$ cat config.mk
export PLATFORM = sky130hd
export DESIGN_NAME = dmem_arbiter
export DESIGN_NICKNAME = d
export VERILOG_FILES = /design/src/rtl/dmem_arbiter.sv
export SDC_FILE = /design/constraint.sdc
export NUM_CORES = 1
export LEC_CHECK = 0
export BUFFER_PORTS_ARGS = -buffer_cell sky130_fd_sc_hd__buf_4
export CELL_PAD_IN_SITES_DETAIL_PLACEMENT = 2
export CELL_PAD_IN_SITES_GLOBAL_PLACEMENT = 2
export CORE_MARGIN = 5
export CORE_UTILIZATION = 10
export CTS_CLUSTER_DIAMETER = 60
export DETAILED_ROUTE_END_ITERATION = 16
export GPL_TIMING_DRIVEN = 0
export PLACE_DENSITY = 0.85
export SKIP_LAST_GASP = 1
export SYNTH_ARGS = -nofsm -noshare
export SYNTH_HDL_FRONTEND = slang
export SYNTH_SLANG_ARGS = --single-unit
$ cat constraint.sdc
create_clock -name clk -period 2.4 [get_ports clk]
set_input_delay 0.36 -clock clk [delete_from_list [all_inputs] [get_ports clk]]
set_output_delay 0.36 -clock clk [all_outputs]
set_load 0.1 [all_outputs]
$ cat src/rtl/dmem_arbiter.sv
// dmem_arbiter
//   Shares one data memory between master 0 (CPU load/store port) and
//   master 1 (loader/debug port). At most one access is granted per cycle;
//   the grant is combinational so a single-cycle CPU completes in-cycle.
//   An owner may hold the memory for up to MAX_BURST consecutive cycles
//   while the other master is also requesting. Read data returns to the
//   master that issued the read on the cycle after its grant.
//
// Parameters: AW (address width), DW (data width), MAX_BURST (>=1).
//
// Ports:
//   clk, rst (async, active-low)
//   mK_req/we/addr/wdata  request from master K (K = 0, 1)
//   mK_gnt                access accepted this cycle
//   mK_rvalid/rdata       read return, one cycle after a granted read
//   mem_rvalid/wvalid     dmem strobes
//   mem_addr/wdata        dmem address (shared read/write) and write data
//   mem_rdata             dmem registered read data
//   owner                 registered state: 00 idle, 01 master 0, 10 master 1
//
// Build option: define ARB_ROUND_ROBIN_EN to break ties in favour of the
// master that was not served last; otherwise master 0 has fixed priority.

module dmem_arbiter #(
    parameter int AW        = 32,
    parameter int DW        = 32,
    parameter int MAX_BURST = 4
) (
    input  logic          clk,
    input  logic          rst,
    input  logic          m0_req,
    input  logic          m0_we,
    input  logic [AW-1:0] m0_addr,
    input  logic [DW-1:0] m0_wdata,
    output logic          m0_gnt,
    output logic          m0_rvalid,
    output logic [DW-1:0] m0_rdata,
    input  logic          m1_req,
    input  logic          m1_we,
    input  logic [AW-1:0] m1_addr,
    input  logic [DW-1:0] m1_wdata,
    output logic          m1_gnt,
    output logic          m1_rvalid,
    output logic [DW-1:0] m1_rdata,
    output logic          mem_rvalid,
    output logic          mem_wvalid,
    output logic [AW-1:0] mem_addr,
    output logic [DW-1:0] mem_wdata,
    input  logic [DW-1:0] mem_rdata,
    output logic [1:0]    owner
);

    localparam int            CW      = $clog2(MAX_BURST + 1);
    localparam logic [CW-1:0] CNT_MAX = CW'(MAX_BURST);

    typedef enum logic [1:0] {
        IDLE = 2'b00,
        OWN0 = 2'b01,
        OWN1 = 2'b10
    } state_t;

    state_t        state, state_nxt;
    logic [CW-1:0] cnt, cnt_nxt;
    logic          gnt_any;
    logic          sel;
    logic          sel_we;
    logic          tie_winner;
    logic          rtag_valid;
    logic          rtag_id;

`ifdef ARB_ROUND_ROBIN_EN
    logic last;

    always_ff @(posedge clk or negedge rst) begin
        if (!rst) begin
            last <= 1'b1;
        end else if (gnt_any) begin
            last <= sel;
        end
    end

    assign tie_winner = ~last;
`else
    // Master 0 wins ties unless it has just used up its burst allowance.
    assign tie_winner = (state == OWN0) && (cnt == CNT_MAX);
`endif

    always_ff @(posedge clk or negedge rst) begin
        if (!rst) begin
            state <= IDLE;
            cnt   <= '0;
        end else begin
            state <= state_nxt;
            cnt   <= cnt_nxt;
        end
    end

    // Arbitration and next state. Grants are suppressed while reset is held
    // so every output reads zero during reset.
    always_comb begin
        gnt_any   = 1'b0;
        sel       = 1'b0;
        state_nxt = IDLE;
        cnt_nxt   = '0;
        if (rst) begin
            if (state == OWN0 && m0_req && (cnt < CNT_MAX || !m1_req)) begin
                gnt_any = 1'b1;
                sel     = 1'b0;
            end else if (state == OWN1 && m1_req && (cnt < CNT_MAX || !m0_req)) begin
                gnt_any = 1'b1;
                sel     = 1'b1;
            end else if (m0_req && m1_req) begin
                gnt_any = 1'b1;
                sel     = tie_winner;
            end else if (m0_req || m1_req) begin
                gnt_any = 1'b1;
                sel     = m1_req;
            end
        end
        if (gnt_any) begin
            state_nxt = sel ? OWN1 : OWN0;
            if (state_nxt == state) begin
                cnt_nxt = (cnt == CNT_MAX) ? cnt : cnt + CW'(1);
            end else begin
                cnt_nxt = CW'(1);
            end
        end
    end

    assign m0_gnt     = gnt_any & ~sel;
    assign m1_gnt     = gnt_any & sel;
    assign sel_we     = sel ? m1_we : m0_we;
    assign mem_wvalid = gnt_any & sel_we;
    assign mem_rvalid = gnt_any & ~sel_we;
    assign mem_addr   = gnt_any ? (sel ? m1_addr : m0_addr) : '0;
    assign mem_wdata  = gnt_any ? (sel ? m1_wdata : m0_wdata) : '0;
    assign owner      = state;

    // Read tag: remembers which master owns the data dmem returns next cycle.
    always_ff @(posedge clk or negedge rst) begin
        if (!rst) begin
            rtag_valid <= 1'b0;
            rtag_id    <= 1'b0;
        end else begin
            rtag_valid <= gnt_any & ~sel_we;
            rtag_id    <= sel;
        end
    end

    assign m0_rvalid = rtag_valid & ~rtag_id;
    assign m1_rvalid = rtag_valid & rtag_id;
    assign m0_rdata  = m0_rvalid ? mem_rdata : '0;
    assign m1_rdata  = m1_rvalid ? mem_rdata : '0;

endmodule

### Word-level counts from Yosys, hierarchy flattened

Index checks and enable logic that the tools add are counted.

* flip-flop bits (word level): 7
* bits in latches: 0
* bits in writable memories: 0
* bits in read-only memories: 0
* bits of input ports: 166
* output and inout port bits: 136
* word-level logic and storage cells: 53
* memories: 0

* add/subtract/negate cells: 1
* $mul: 0
* div/mod/pow operators: 0
* magnitude comparators: 1
* equal/unequal tests: 5
* shifts and indexed selects: 0
* mux-type cells: 22
* bitwise operators: 9
* reductions and logical operators: 11

Operator list (number)
* $mux W32: 6
* $mux W1: 11
* $mux W3: 3
* $and A1 B1 Y1: 6
* $logic_and A1 B1 Y1: 6
* $mux W2: 2
* $add A3 B1 Y3 const B: 1
* $eq A3 B3 Y1 const B: 1
* $logic_or A1 B1 Y1: 3
* $lt A3 B3 Y1 const B: 1
* $ne A3 B3 Y1 const B: 1
* $not A1 Y1: 3
* $eq A2 B1 Y1 const B: 1
* $eq A2 B2 Y1: 1
* $eq A2 B2 Y1 const B: 1
* $logic_not A1 Y1: 2

### Longest topological paths before layout

Gate-level depths: netlist (run 1).

* word-level depth: 10
* gate-level depth with buffers: 8
* mapped depth without buffers: 6

### Worst setup path after synthesis (run 1)

OpenSTA, ideal clock, no wires.

* path type: register to output
* start point: register state[1], in the netlist owner[1]
* end point: output mem_wdata[27]
* arrival time: 3.764 ns
* required time: 2.040 ns
* setup slack: -1.724 ns
* cell stages (with the launch flop): 6
* path buffers: 2
* cell sequence: dfrtp_1 -> nand4b_1 -> a31oi_4 -> buf_6 -> buf_4 -> o21ai_0

* word-level cells in the longest chain between the ends: 8
* elaborated cells between the ends (all ways): 16
* classes of those cells: eq/ne: 2; mux: 9; reduce/logical: 5

RTL lines
* start, declared: line 62 `state_t state, state_nxt;`
* start signal, assigned: line 93 `state <= state_nxt;`
* $eq A2 B1 Y1 / $eq A2 B2 Y1 (equally long branches): line 85, 106, 109
* $logic_and A1 B1 Y1, on equally long branches: line 85, 109
* $mux W1 / $logic_and A1 B1 Y1 (equally long branches): line 112, 109
* $mux W1: line 109 `end else if (state == OWN1 && m1_req && (cnt < CNT_MAX || !m0_req)) begin`
* $mux W1: line 106 `if (state == OWN0 && m0_req && (cnt < CNT_MAX || !m1_req)) begin`
* $mux W1: line 105 `if (rst) begin`
* $mux W32: line 136 `assign mem_wdata = gnt_any ? (sel ? m1_wdata : m0_wdata) : '0;`
* $mux W32 (*): line 136
* end, declared: line 48 `output logic [DW-1:0] mem_wdata,`

Mark *: on every way between the ends. The rest lies on a longest branch, timed or not.

### Worst setup path in the final report (run 1)

* start point: register state[0], in the netlist owner[0]
* end point: output mem_wdata[17]

The elaborated chain is that of the path after synthesis.

==> results.md, run 1 <==
- Status: complete, but fails checks
- Failing checks: setup timing
- H-tree depth: 1
- Worst hold-check slack: 0.403 ns
- Num CTS Buffers: 3
- Maximum clock path buffer count: 2
- Die area: 20,500 um2
- Post-layout minimum cycle time: 2.59 ns
- Critical Path Slowest Stage Cell: dfrtp_4
- Number of synthesized register bits: 7
- Simple-gate area share of the yosys netlist: between 50% and 60%
- Synth Cell Area: approximately 1800 um2
- FMAX: 0.387 GHz
- CP Launch Type: flip-flop
- Routability cong.: 0.745
- Sequential share of power: 5.3%
- Max VDD drop: approximately 0.27 mV
- Critical path fanouts, max: 10
- Vias in the first global route: 4,349
- Setup ws final: -0.186 ns
- Total track usage: about 17%
- Final Hold Viols: 0
- Final WL: ~19,000 um
- Area Growth Syn to Fin: 293%
- XOR/XNOR Fraction of Synth Area: 0.495%
- IO Pins: 302
- Final period utilization: 108%
- CTS tree: done
- Clk_lat worst skew: about 0.24 ns
- DR vias/cell: 4.22
- Worst slew pin tran: 0.978 ns
- CP Capture Type: output port
- Setup TNS: -7.67 ns
- Slew Viols, Final: 0
- Net Sw Frac: 55.5%
- Initial core utilization: roughly 10%
- RSZ-0062 raised after global routing: true
- First-pass GRT wire length: 26,700 um
- Endpoints failing setup: 67
- Port buffer count: 301
- Crit path required time: 2.04 ns
- Leak pwr: around 3.4 nW
- Antenna violations before repair: 0
- GRT overflow: 0
- Critical path start-end classification: reg -> out
- Reg clk slew, reported paths: 0.04 ns
- DIE WIDTH: approximately 140 um
- Residual DRC count: 0
- Warnings, synthesis: 0
- Worst EP arrival: 2.23 ns
- Final net count: 832
- Area fraction in compound gates after synthesis: 22.5%
- Syn_area_per_cell: 5.46 um2
- Register area share after synthesis: 9.89%
- DPL Wire Length: 13,400 um
- Clock share of power: between 10% and 20%
- Cell variety after synth: 29
- # fillers: 1,880
- Syn_nets: 492
- CTS Sinks: 7
- Cell Int Power: roughly 1.1 mW
- Syn Inst Count: 324
- Register Area: 184 um2
- Root buf cell: clkbuf_16
- Adder-cell share of the synthesized area: roughly 1.4%
- Core Area: ~17,000 um2
- Layout cell share with drive strength beyond 1: between 70% and 80%
- Combinational Power Share: 83.2%
- WL/cell: 21.5 um
- Site Rows: 48
- Area of the multi-input gates: 2440 um2
- Switching power: roughly 1.4 mW
- Die height: ~140 um
- Largest net degree at the start of global routing: 11
- Final Core Density: 40.1%
- Cell mode on critical path: buf_12
- PwrDens: 363 nW/um2
- CP Cell Sequence: or3b_4, a31oi_4, buf_12, buf_12, buf_4, buf_12, nand2_1, o21ai_4, buf_12
- # Max-Cap Violations: 0
- Starting DRT DRC Count: 55
- Antenna Cells: 0
- Hold crit path type: in -> reg
- Final Skew: between 0.004 and 0.005 ns
- Largest family of logic cells by synthesized area: simple AND/OR/NAND/NOR gates
- Crit-path max cell delay: 0.47 ns
- Vias: 3,743
- Worst slew margin relative to its limit: 34.1%
- Final antenna-violating net count: 0
- Post-synthesis mux area share: 0.565%
- Initial DRT Pass Iterations: 4
==> metrics by stage <==
| step | setup slack [ns] | cells | instance area [um2] | power, mW |
|---|---|---|---|---|
| final | -0.186 | 888 | 6960 | 2.53 |
| after global routing | -0.297 | 888 | 6960 | 2.61 |
| after CTS | -0.226 | 879 | 6610 | 2.47 |
| after detailed placement | -0.347 | 850 | 5070 | 1.80 |
| after global placement | -0.309 | 850 | 5070 | 1.78 |
| after floorplan | -0.143 | 324 | 2530 | 1.31 |
==> synth_stat cells <==
cell type  number  area share [%]
buf_4           3             1.3
a221oi_1        1            0.49
nand4bb_1       1            0.64
a21oi_1         1            0.28
xnor2_1         1            0.49
dfrtp_1         7             9.9
nand3b_1        1            0.42
clkbuf_1       14             3.0
or3b_4          1            0.64
nand2_1       133              28
mux2i_1         1            0.57
nor2b_1         2            0.71
o2111a_1        1            0.64
nand4b_1        1            0.49
buf_2           1            0.28
o21a_1          1            0.42
clkbuf_2        6             1.7
o21ai_0        66              19
nand3_1         1            0.28
buf_1           1            0.21
ha_1            2             1.4
nor2_1          2            0.42
a31oi_4         1             1.2
and3_1         32              11
buf_6           5             3.2
a21boi_0        1            0.42
inv_1           2            0.42
a31oi_1         1            0.35
and2_1         34              12
==> power by group through the flow <==
| stage | clock [mW] | combinational, mW | sequential [mW] |
|---|---|---|---|
| 2_1_floorplan | 0 | 1.17 | 0.147 |
| 3_3_place_gp | 0 | 1.65 | 0.135 |
| 3_5_place_dp | 0 | 1.67 | 0.135 |
| 4_1_cts | 0.295 | 2.04 | 0.133 |
| 5_1_grt | 0.297 | 2.17 | 0.134 |
| 6_report | 0.291 | 2.11 | 0.133 |
==> what timing repair did <==
item                                   in CTS  in global routing
pin swaps                                   5                 21
endpoints found under the hold margin       7                  0
resized for setup                         260                 73
setup endpoints to repair                  72                 77
setup buffers                              15                  9
gates cloned                                9                  3
hold buffers                                1                  0
==> per-layer routing <==
layer | vias to the layer above | GRT usage, % | share of wire, %
li1 | 1751 | - | -
met1 | 1787 | 16.4 | 32
met2 | 190 | 36.5 | 58
met3 | 15 | 4.09 | 8.2
met4 | 0 | 2.80 | 1.5
met5 | - | 0 | 0
==> path summary, 6_finish.rpt <==
| check | slack [ns] | endpoint | from | cells after the start |
|---|---|---|---|---|
| worst max register to register | 0.55 | rtag_valid | owner[0] | 6 |
| worst min-delay path | 0.40 | owner[1] | m0_req | 2 |
| worst max-delay path | -0.19 | mem_wdata[17] | owner[0] | 9 |
| min in group asynchronous | 0.61 | cnt[1] | rst | 2 |
| worst min register to register | 0.62 | cnt[1] | cnt[1] | 2 |
| max in group asynchronous | 1.48 | owner[0] | rst | 2 |
==> kinds of logic after synthesis <==
family | Yosys count
flops | 7
simple gates | 208
mux | 1
buf+inv | 32
fa+ha+maj | 2
xor+xnor | 1
compound gates | 73
==> layout by cell type (no fill, tap or decap), types with 2 or more instances in the layout <==
master     count
dfrtp_1        4
nand2_4       30
o21ai_4       64
dfrtp_4        2
o21ai_0        2
nand2_1       87
buf_2          2
buf_16         4
buf_8          4
and3_1        32
buf_12        76
clkbuf_16     13
clkbuf_1      12
buf_4        244
nand2_2       16
clkbuf_2       2
buf_6         10
and2_1        33
nor2_4         2
inv_1          2
==> worst max-delay path: cells and delay by family, from the launching register on <==
kind / cells / cell delay [ns]
flops: 1 / 0.47
buf+inv: 5 / 0.71
compound gates: 2 / 0.30
simple gates: 2 / 0.50
==> layout make-up <==
type	count	area share (%)
Timing Repair Buffer	336	52.2
Multi-Input combinational cell	285	35.1
Buffer	29	4.71
Tap cell	225	4.05
Sequential cell	7	2.64
Clock buffer	3	1.08
Inverter	2	0.108
Clock inverter	1	0.0719
==> flip-flops by register name, summed over array words and instances, names as in the netlist <==
signal      flops
cnt             3
owner           2
rtag_id         1
rtag_valid      1
(Power assumes the default switching activity.)
==> run 2: changes to the inputs <==
Settings changed: PLACE_DENSITY 0.85 to 0.88.
Clock period 2.4 ns to 2.05 ns, I/O delays scaled along.
==> results.md, run 2 (synthesized netlist as in run 1, its figures left out) <==
- Final Hold Viols: 0
- Area Growth Syn to Fin: 264%
- Largest register FFs: 3
- Largest net degree at the start of global routing: 11
- Cell mode on critical path: buf_12
- Total track usage: 16.7%
- Port buffer count: 301
- IO Pins: 302
- WL/cell: 21.5 um
- Critical path fanouts, max: 5
- Status: complete, but fails checks
- CTS tree: done
- Biggest register: cnt
- CP delay by family, top: buffers and inverters
- Final period utilization: 124%
- CP Launch Type: flip-flop
- Final Skew: about 0.0015 ns
- Final antenna-violating net count: 0
- Antenna violations before repair: 0
- RR Startpoint: owner[0]
- Setup ws final: -0.491 ns
- Max VDD drop: 0.234 mV
- Setup TNS: -28.09 ns
- FMAX: 0.394 GHz
- Endpoints failing setup: 67
- Leak pwr: around 3.1 nW
- Die area: 20,500 um2
- Crit-path max cell delay: 0.49 ns
- Layout cell share with drive strength beyond 1: 68.3%
- Most frequent cells in the layout: 242 x buf_4, 117 x nand2_1, 74 x buf_12, 64 x o21ai_4, 32 x and3_1
- Final WL: 18,700 um
- Initial DRT Pass Iterations: 3
- RSZ-0062 raised after global routing: true
- DR vias/cell: ~4.3
- GRT overflow: 0
- Vias in the first global route: 4,346
- DIE WIDTH: 143 um
- Worst EP arrival: 2.23 ns
- Clk_lat worst skew: 0.24 ns
- CP Capture Type: output port
- Slew Viols, Final: 0
- CTS Sinks: 7
- DPL Wire Length: 14,200 um
- Reg clk slew, reported paths: 0.04 ns
- PwrDens: 445 nW/um2
- Routability cong.: 0.769
- Initial core utilization: 10.2%
- Site Rows: 48
- Worst slew pin tran: between 0.8 and 0.9 ns
- Core Area: 17,400 um2
- Hold crit path type: in -> reg
- Vias: 3,713
- Most common cell after layout, fill and taps aside: buf_4
- Hold Crit Start: m0_we
- First-pass GRT wire length: 26,300 um
- Critical path start-end classification: reg -> out
- Residual DRC count: 0
- Antenna Cells: 0
- Post-layout minimum cycle time: 2.54 ns
- Final net count: 813
- Num CTS Buffers: 3
- Worst hold-check slack: ~0.44 ns
- CP startpoint: owner[0]
- Non-Filler Instances: just under 900
- Maximum clock path buffer count: 2
- Die height: 143 um
- Worst slew margin relative to its limit: 42.1%
- H-tree depth: 1
- Dpl cells: 850
- Critical Path Slowest Stage Cell: dfrtp_4
- CP Cell Sequence: or3b_4, a31oi_4, buf_12, mux2i_4, buf_6, nor2_4, buf_12
- Root buf cell: clkbuf_16
- CP Buf/Inv Count: 3
- Starting DRT DRC Count: 33
- Failing checks: setup timing
- # Max-Cap Violations: 0
- Crit path required time: ~1.7 ns
==> run 2: cell count changes in the layout (fill, tap and decap cells not counted), moves of 5 or more <==
| cell | previous run | this run |
|---|---|---|
| and2_1 | 33 | 24 |
| and2_2 | 0 | 9 |
| buf_6 | 10 | 5 |
| clkbuf_16 | 13 | 7 |
| nand2_1 | 87 | 117 |
| nand2_2 | 16 | 5 |
| nand2_4 | 30 | 11 |
==> run 2: layout make-up <==
class,count,area [um2]
inverters,2,7.51
clock inverters,1,5.00
fillers,1883,10900
plain buffers,30,308
clock buffers,3,75.1
multi-input cells,285,2300
repair buffers,316,3290
flip-flops and latches,7,184
well taps,225,282
==> run 2: through the flow <==
stage	utilization, %	cell area (um2)	power (mW)	setup slack [ns]
floorplan	-	2620	1.56	-0.299
global placement	29.7	5160	2.11	-0.735
detailed placement	29.7	5160	2.14	-0.753
CTS	35.7	6190	2.82	-0.493
global route	37.2	6450	2.97	-0.556
finish	37.2	6450	2.87	-0.491
==> run 2: layer usage <==
| metal | track usage (%) | wire length, um | share of wire [%] | vias to the layer above |
|---|---|---|---|---|
| li1 | - | - | - | 1710 |
| met1 | 15.5 | 5770 | 31 | 1773 |
| met2 | 35.0 | 10700 | 57 | 218 |
| met3 | 5.16 | 1950 | 10 | 12 |
| met4 | 3.70 | 208 | 1.1 | 0 |
| met5 | 0 | 0 | 0 | - |
==> run 2: final timing paths <==
kind                              end  slack [ns]  depth (start not counted)
max                        mem_wvalid       -0.49                          7
min                        rtag_valid        0.44                          3
max reg2reg                rtag_valid        0.17                          5
min reg2reg                    cnt[1]        0.60                          2
max in group asynchronous    owner[0]        1.21                          2
min in group asynchronous    owner[1]        0.55                          2
==> run 2: repair_timing <==
action                                  4_1_cts  5_1_grt
buffers inserted                              3       10
pin swaps                                     2        4
hold buffers                                  1        0
hold endpoints to repair                      7        0
gates resized for setup                     220       34
endpoints found under the setup margin       99       71
gates cloned                                  0        2
==> run 2: worst reg2reg max path, delay by kind of cell, from the launching register on <==
kind	cells	cell delay [ns]
multiplexers	1	0.26
buffers and inverters	1	0.18
AO/OA/AOI/OAI	1	0.28
AND/OR/NAND/NOR	2	0.60
flip-flops	1	0.49
==> run 2: report_power, final <==
| group | internal (mW) | switching [mW] |
|---|---|---|
| Clock | 0.257 | 0.0843 |
| Combinational | 0.855 | 1.52 |
| Sequential | 0.147 | 0.00937 |
